[config.mk]
export PLATFORM = sky130hd
export DESIGN_NAME = linescanner_capture_sequencer
export DESIGN_NICKNAME = d
export VERILOG_FILES = /design/src/rtl/linescanner_pkg.sv /design/src/rtl/linescanner_load_pulse_gen.sv /design/src/rtl/linescanner_capture_sequencer.sv
export SDC_FILE = /design/constraint.sdc
export NUM_CORES = 1
export LEC_CHECK = 0
export ABC_AREA = 1
export BUFFER_PORTS_ARGS = -buffer_cell sky130_fd_sc_hd__clkbuf_2
export CORE_MARGIN = 2
export CORE_UTILIZATION = 54
export CTS_CLUSTER_SIZE = 16
export DETAILED_ROUTE_END_ITERATION = 16
export PLACE_DENSITY = 0.85
export SLEW_MARGIN = 40
export SYNTH_ARGS = -nofsm -noshare
export SYNTH_HDL_FRONTEND = slang
export SYNTH_SLANG_ARGS = --single-unit
[constraint.sdc]
create_clock -name pixel_clock -period 1.9 [get_ports pixel_clock]
set_input_delay 0.285 -clock pixel_clock [delete_from_list [all_inputs] [get_ports pixel_clock]]
set_output_delay 0.285 -clock pixel_clock [all_outputs]
set_load 0.03 [all_outputs]
[src/rtl/linescanner_pkg.sv]
// Shared definitions for the line-scanner capture sequencer: FSM state codes,
// default timing constants and the pixel index width.
package linescanner_pkg;

    // Width of the in-line pixel index
    localparam int unsigned PixIdxW = 16;

    // Sequencer states, 3-bit encoding
    localparam logic [2:0] StIdle    = 3'd0;
    localparam logic [2:0] StCvc     = 3'd1;
    localparam logic [2:0] StSkip    = 3'd2;
    localparam logic [2:0] StWaitAdc = 3'd3;
    localparam logic [2:0] StSample  = 3'd4;
    localparam logic [2:0] StHold    = 3'd5;
    localparam logic [2:0] StRecover = 3'd6;

    // Default timing, in pixel_clock cycles
    localparam int unsigned DefDataWidth  = 8;
    localparam int unsigned DefLinePixels = 1024;
    localparam int unsigned DefTCvc       = 50;
    localparam int unsigned DefTSkip      = 8;
    localparam int unsigned DefTSample    = 50;
    localparam int unsigned DefTHold      = 7;
    localparam int unsigned DefTRecover   = 50;
    localparam int unsigned DefLoadDelay  = 4;

    function automatic int unsigned max_u(input int unsigned a, input int unsigned b);
        return (a > b) ? a : b;
    endfunction

endpackage

[src/rtl/linescanner_load_pulse_gen.sv]
// ADC load pulse generator: registers end_adc once, then fires a single-cycle
// load pulse after the registered level has been high LOAD_DELAY cycles.
// At most one pulse per high period; re-arms when the registered level is low.
module linescanner_load_pulse_gen
    import linescanner_pkg::*;
#(
    parameter int unsigned LOAD_DELAY = DefLoadDelay
) (
    input  logic clk_i,
    input  logic rst_i,
    input  logic end_adc_i,
    output logic load_pulse_o
);

    localparam int unsigned CntW = max_u($clog2(LOAD_DELAY + 1), 1);

    logic            end_adc_q, end_adc_d;
    logic            arm_q, arm_d;
    logic [CntW-1:0] cnt_q, cnt_d;
    logic            pulse_q, pulse_d;

    // Arm/count/fire decision from the registered end_adc level
    always_comb begin
        end_adc_d = end_adc_i;
        arm_d     = arm_q;
        cnt_d     = cnt_q;
        pulse_d   = 1'b0;
        if (!end_adc_q) begin
            arm_d = 1'b1;
            cnt_d = '0;
        end else if (arm_q) begin
            if (cnt_q == CntW'(LOAD_DELAY)) begin
                pulse_d = 1'b1;
                arm_d   = 1'b0;
                cnt_d   = '0;
            end else begin
                cnt_d = cnt_q + 1'b1;
            end
        end
    end

    // State registers, synchronous reset
    always_ff @(posedge clk_i) begin
        if (rst_i) begin
            end_adc_q <= 1'b0;
            arm_q     <= 1'b1;
            cnt_q     <= '0;
            pulse_q   <= 1'b0;
        end else begin
            end_adc_q <= end_adc_d;
            arm_q     <= arm_d;
            cnt_q     <= cnt_d;
            pulse_q   <= pulse_d;
        end
    end

    assign load_pulse_o = pulse_q;

endmodule

[src/rtl/linescanner_capture_sequencer.sv]
// Line-scanner capture sequencer: drives sensor CVC/CDS resets and the sample
// strobe from parameterised timing, generates the ADC load pulse and registers
// the incoming pixel stream with an in-line index and a line-done pulse.
// Optional: define LINESCANNER_TEST_PATTERN_EN to add the test_mode input,
// which replaces pixel data with the low bits of the pixel index.
module linescanner_capture_sequencer
    import linescanner_pkg::*;
#(
    parameter int unsigned DATA_WIDTH  = DefDataWidth,
    parameter int unsigned LINE_PIXELS = DefLinePixels,
    parameter int unsigned T_CVC       = DefTCvc,
    parameter int unsigned T_SKIP      = DefTSkip,
    parameter int unsigned T_SAMPLE    = DefTSample,
    parameter int unsigned T_HOLD      = DefTHold,
    parameter int unsigned T_RECOVER   = DefTRecover,
    parameter int unsigned LOAD_DELAY  = DefLoadDelay
) (
    input  logic                  pixel_clock,
    input  logic                  reset,
    input  logic                  enable,
    input  logic                  continuous,
    input  logic                  start,
    input  logic                  end_adc,
    input  logic                  lval,
    input  logic [DATA_WIDTH-1:0] data,
`ifdef LINESCANNER_TEST_PATTERN_EN
    input  logic                  test_mode,
`endif
    output logic                  rst_cvc,
    output logic                  rst_cds,
    output logic                  sample,
    output logic                  load_pulse,
    output logic [DATA_WIDTH-1:0] pixel_data,
    output logic                  pixel_valid,
    output logic [PixIdxW-1:0]    pixel_index,
    output logic                  line_done,
    output logic                  busy
);

    localparam int unsigned TMax =
        max_u(max_u(max_u(T_CVC, T_SKIP), max_u(T_SAMPLE, T_HOLD)), T_RECOVER);
    localparam int unsigned TimerW = $clog2(TMax) + 1;
    localparam logic [PixIdxW-1:0] LastIdx = PixIdxW'(LINE_PIXELS - 1);

    // ------------------------------------------------------------------
    // Sequencer FSM
    // ------------------------------------------------------------------
    logic [2:0]        state_q, state_d;
    logic [TimerW-1:0] timer_q, timer_d;
    logic [TimerW-1:0] timer_last;
    logic              timer_done;

    // Last timer value of the current timed state; timer is 0 on entry
    always_comb begin
        case (state_q)
            StCvc:     timer_last = TimerW'(T_CVC - 1);
            StSkip:    timer_last = TimerW'(T_SKIP - 1);
            StSample:  timer_last = TimerW'(T_SAMPLE - 1);
            StHold:    timer_last = TimerW'(T_HOLD - 1);
            StRecover: timer_last = TimerW'(T_RECOVER - 1);
            default:   timer_last = '0;
        endcase
    end

    assign timer_done = (timer_q == timer_last);

    // Next state and timer
    always_comb begin
        state_d = state_q;
        timer_d = timer_done ? '0 : timer_q + 1'b1;
        case (state_q)
            StIdle: begin
                timer_d = '0;
                if (enable && (continuous || start)) state_d = StCvc;
            end
            StCvc:     if (timer_done) state_d = StSkip;
            StSkip:    if (timer_done) state_d = StWaitAdc;
            StWaitAdc: begin
                timer_d = '0;
                if (end_adc) state_d = StSample;
            end
            StSample:  if (timer_done) state_d = StHold;
            StHold:    if (timer_done) state_d = StRecover;
            // continuous and enable only matter at the end of recovery
            StRecover: if (timer_done) state_d = (continuous && enable) ? StCvc : StIdle;
            default: begin
                state_d = StIdle;
                timer_d = '0;
            end
        endcase
    end

    // FSM registers, synchronous reset
    always_ff @(posedge pixel_clock) begin
        if (reset) begin
            state_q <= StIdle;
            timer_q <= '0;
        end else begin
            state_q <= state_d;
            timer_q <= timer_d;
        end
    end

    // Sensor strobes decoded from the registered state so they track it exactly
    always_comb begin
        rst_cvc = 1'b1;
        rst_cds = 1'b1;
        sample  = 1'b0;
        busy    = (state_q != StIdle);
        case (state_q)
            StCvc: rst_cvc = 1'b0;
            StSkip, StWaitAdc, StHold: begin
                rst_cvc = 1'b0;
                rst_cds = 1'b0;
            end
            StSample: begin
                rst_cvc = 1'b0;
                rst_cds = 1'b0;
                sample  = 1'b1;
            end
            default: ;
        endcase
    end

    // ------------------------------------------------------------------
    // Load pulse
    // ------------------------------------------------------------------
    linescanner_load_pulse_gen #(
        .LOAD_DELAY(LOAD_DELAY)
    ) u_load_pulse_gen (
        .clk_i       (pixel_clock),
        .rst_i       (reset),
        .end_adc_i   (end_adc),
        .load_pulse_o(load_pulse)
    );

    // ------------------------------------------------------------------
    // Pixel path
    // ------------------------------------------------------------------
    logic                  lval_q, lval_d;
    logic                  drop_q, drop_d;      // line full, discard until lval falls
    logic                  valid_q, valid_d;
    logic                  done_q, done_d;
    logic [PixIdxW-1:0]    next_idx_q, next_idx_d;
    logic [PixIdxW-1:0]    idx_q, idx_d;
    logic [DATA_WIDTH-1:0] pix_q, pix_d;
    logic [DATA_WIDTH-1:0] pix_src;
    logic                  accept;

`ifdef LINESCANNER_TEST_PATTERN_EN
    assign pix_src = test_mode ? DATA_WIDTH'(next_idx_q) : data;
`else
    assign pix_src = data;
`endif

    assign accept = lval && !drop_q;

    // Pixel capture, indexing and end-of-line detection
    always_comb begin
        lval_d     = lval;
        valid_d    = accept;
        idx_d      = accept ? next_idx_q : '0;
        pix_d      = pix_q;
        drop_d     = drop_q;
        next_idx_d = next_idx_q;
        // Last-index pixel sets drop, which masks the lval-fall term: one pulse per line
        done_d     = (valid_q && (idx_q == LastIdx)) || (lval_q && !lval && !drop_q);
        if (accept) begin
            pix_d = pix_src;
            if (next_idx_q == LastIdx) begin
                next_idx_d = '0;
                drop_d     = 1'b1;
            end else begin
                next_idx_d = next_idx_q + 1'b1;
            end
        end
        if (!lval) begin
            next_idx_d = '0;
            drop_d     = 1'b0;
        end
    end

    // Pixel path registers, synchronous reset
    always_ff @(posedge pixel_clock) begin
        if (reset) begin
            lval_q     <= 1'b0;
            drop_q     <= 1'b0;
            valid_q    <= 1'b0;
            done_q     <= 1'b0;
            next_idx_q <= '0;
            idx_q      <= '0;
            pix_q      <= '0;
        end else begin
            lval_q     <= lval_d;
            drop_q     <= drop_d;
            valid_q    <= valid_d;
            done_q     <= done_d;
            next_idx_q <= next_idx_d;
            idx_q      <= idx_d;
            pix_q      <= pix_d;
        end
    end

    assign pixel_data  = pix_q;
    assign pixel_valid = valid_q;
    assign pixel_index = idx_q;
    assign line_done   = done_q;

endmodule

==> flow_summary.ini <==
[place]
place_inst = 416
io_buffers = 45
dp_worst_setup_slack_ps = 251
gp_congestion = 0.894
place_area_um2 = 2780
dp_hpwl_mm = 3.81

[cells_and_area]
syn_to_final_growth_pct = 18.5
fin_area_um2 = 2970
diodes = 0
final_cells = 431
final.fill_count = 353
drive_gt1_share_pct = 24.3
layout.nets = 394

[timing]
whs_ps = 195
tightest_slew_ps = 483
fmax_mhz = 568
tns_ps = 0
max-slew-margin-rel_pct = 67.8
setup_ws_ps = 138
slew_violations = 0
period_share_pct = 92.7
fin_skew_ps = 4.23
hold_violations = 0
min_period_ps = 1760
grt_setup_unrepaired = no
setup_violations = 0

[critical_path]
cp_max_fo = 8
cp_slowest_cell = dfxtp_1
path_class = reg -> out
max_stage_delay_ps = 570
start_kind = register
ff2ff_setup_slack_ps = 230
r2r-start = next_idx_q[0]
crit_chain = o21ai_0, a21oi_1, clkbuf_2
r2r_cells = 9
required_ps = 1620
arrival_ps = 1480
reg2reg_to = next_idx_q[14]
cp-end-kind = output pin

[hold_path]
worst_hold_path.num_cells = 3
worstHoldStart = end_adc
hold_path_class = in -> reg
whs_endpoint = u_load_pulse_gen.end_adc_q

[floorplan]
ios = 46
die_h_um = 72.1
die_area_um2 = 5200
initial_core_util_pct = 56.7
fp-row-count = 24
chipWidth_um = 72.1
core_area_um2 = 4410

[synthesis]
syn_inst = 322
ys_ff_latch = 60
synth_nets = 341
synth.cell_area_um2 = 2500
yosysUniqueCellTypes = 34
seq_area_frac_synth_pct = 48.0
synth_area_per_cell_um2 = 7.78
ys.warnings.count = 0

[grt]
grt.overflow.total = 0
grt_max_degree = 17
grt_pass1_vias = 2144
grt_pass1_wl_mm = 8.98
antenna_found_initial = 0
grt_usage_pct = 22.0

[cts]
cts_setup_buffers = 0
clkTransAtPathRegs_ps = 60
clock-root-buffer = clkbuf_8
clock_latency_ps = 330
htree_levels = 3
cts_tree = built
clock_path_buffers = 2
cts-buffers-inserted = 9
clock_sinks = 60

[route]
wl_per_cell_um = 11.7
drt_first_pass_iters = 4
drt_iter0_markers = 67
ant_nets = 0
drt_wl_total_mm = 5.06
routed_via_density = 5.10
post-route-drc-count = 0
num_vias = 2196

[power_and_ir_drop]
ir_drop_v = 0.000564
power_density_nw_per_um2 = 1100
leakage_nw = 1.32

[outcome]
status = complete, no violations

[flow_run]
cap_violations = 0
## cell usage after synthesis
master,n,area share [%]
a31oi_1,1,0.25
clkbuf_2,1,0.20
inv_1,37,5.5
nand4_1,9,2.2
xor2_1,6,2.1
clkbuf_1,3,0.45
nand3_2,5,2.0
nor3_1,6,1.2
nor2_8,1,0.80
a211oi_1,3,0.90
buf_6,2,0.90
o211ai_1,1,0.30
or2_0,1,0.25
nor2_1,68,10
nand2_2,8,2.0
nor2_2,2,0.50
nor3b_1,1,0.30
a21oi_1,16,3.2
nand2_1,45,6.7
o21a_1,1,0.30
nor4_1,1,0.25
or2_2,1,0.25
nor2_4,1,0.45
nand3_1,11,2.2
a21oi_4,1,0.65
o21ai_0,14,2.8
a21oi_2,1,0.35
nor4_2,1,0.50
a311oi_1,1,0.35
o21ai_1,1,0.20
ha_1,4,2.0
inv_2,6,0.90
dfxtp_1,60,48
nor3_2,2,0.80
## per-stage QoR
step                total power (W)  util (%)
finish                      0.00326      67.2
global route                0.00345      67.2
CTS                         0.00328      67.2
detailed placement          0.00222      63.0
global placement            0.00221      63.0
floorplan                   0.00207         -
## layout by cell type, fill, tap and decap left out, types with 3 or more instances in the layout
| master | netlist | routed |
|---|---|---|
| nand2_2 | 8 | 8 |
| inv_1 | 37 | 37 |
| clkbuf_8 | 0 | 13 |
| nand4_1 | 9 | 9 |
| nand3_1 | 11 | 11 |
| dfxtp_1 | 60 | 59 |
| a211oi_1 | 3 | 3 |
| inv_2 | 6 | 6 |
| a21oi_1 | 16 | 16 |
| nor2_1 | 68 | 68 |
| clkbuf_2 | 1 | 45 |
| ha_1 | 4 | 4 |
| buf_4 | 0 | 3 |
| nand2_1 | 45 | 45 |
| xor2_1 | 6 | 6 |
| o21ai_0 | 14 | 14 |
| nand3_2 | 5 | 5 |
| nor3_1 | 6 | 6 |
## what timing repair did
item	in CTS	in global routing
resized for setup	0	1
hold buffers	0	0
setup endpoints to repair	0	1
## registers in the layout, indices dropped and copies added, names as in the netlist, 3 cells and up
| signal | cells |
|---|---|
| u_load_pulse_gen.cnt_q | 3 |
| next_idx_q | 16 |
| pixel_index | 16 |
| timer_q | 7 |
| state_q | 3 |
| pixel_data | 8 |
## area by class of cell
class                   count  area [um2]  area share (%)
flip-flops and latches     60        1200            40.5
multi-input cells         213        1100            37.2
repair buffers             48         248            8.35
clock buffers              14         183            6.16
inverters                  43         161            5.44
well taps                  52        65.1            2.19
clock inverters             1        5.00           0.169
## how the worst max path moves through the flow
stage | startpoint | end | depth (start not counted)
floorplan | next_idx_q[0] | next_idx_q[14] | 8
global placement | next_idx_q[0] | next_idx_q[14] | 9
detailed placement | next_idx_q[0] | next_idx_q[14] | 9
CTS | state_q[1] | rst_cds | 5
global route | next_idx_q[0] | next_idx_q[12] | 9
finish | state_q[2] | rst_cds | 3
## power breakdown
group | internal [W] | leakage (nW) | switching [W]
logic | 0.000270 | 0.730 | 0.000542
clock network | 0.000607 | 0.0986 | 0.000451
registers | 0.00131 | 0.488 | 0.0000730
## metal layers
metal	wire length, um	GRT usage [%]	up-vias	part of all wire [%]
met5	0	0	-	0
met2	2610	39.4	46	52
li1	-	-	1134	-
met1	2130	24.3	1005	42
met3	236	6.39	11	4.7
met4	88	8.81	0	1.7
## logic make-up after synthesis
family,count (synthesis),share of synthesized area (%)
flops,60,48.0
buf+inv,49,7.99
fa+ha+maj,4,2.00
xor+xnor,6,2.10
compound gates,40,9.29
simple gates,163,30.7
## critical path: cells and delay by family (launching register included)
kind | cells | cell delay (ps)
AOI/OAI and AO/OA | 2 | 360
buffers and inverters | 1 | 220
DFF | 1 | 570
No activity file was read; power rests on OpenSTA's default activity.
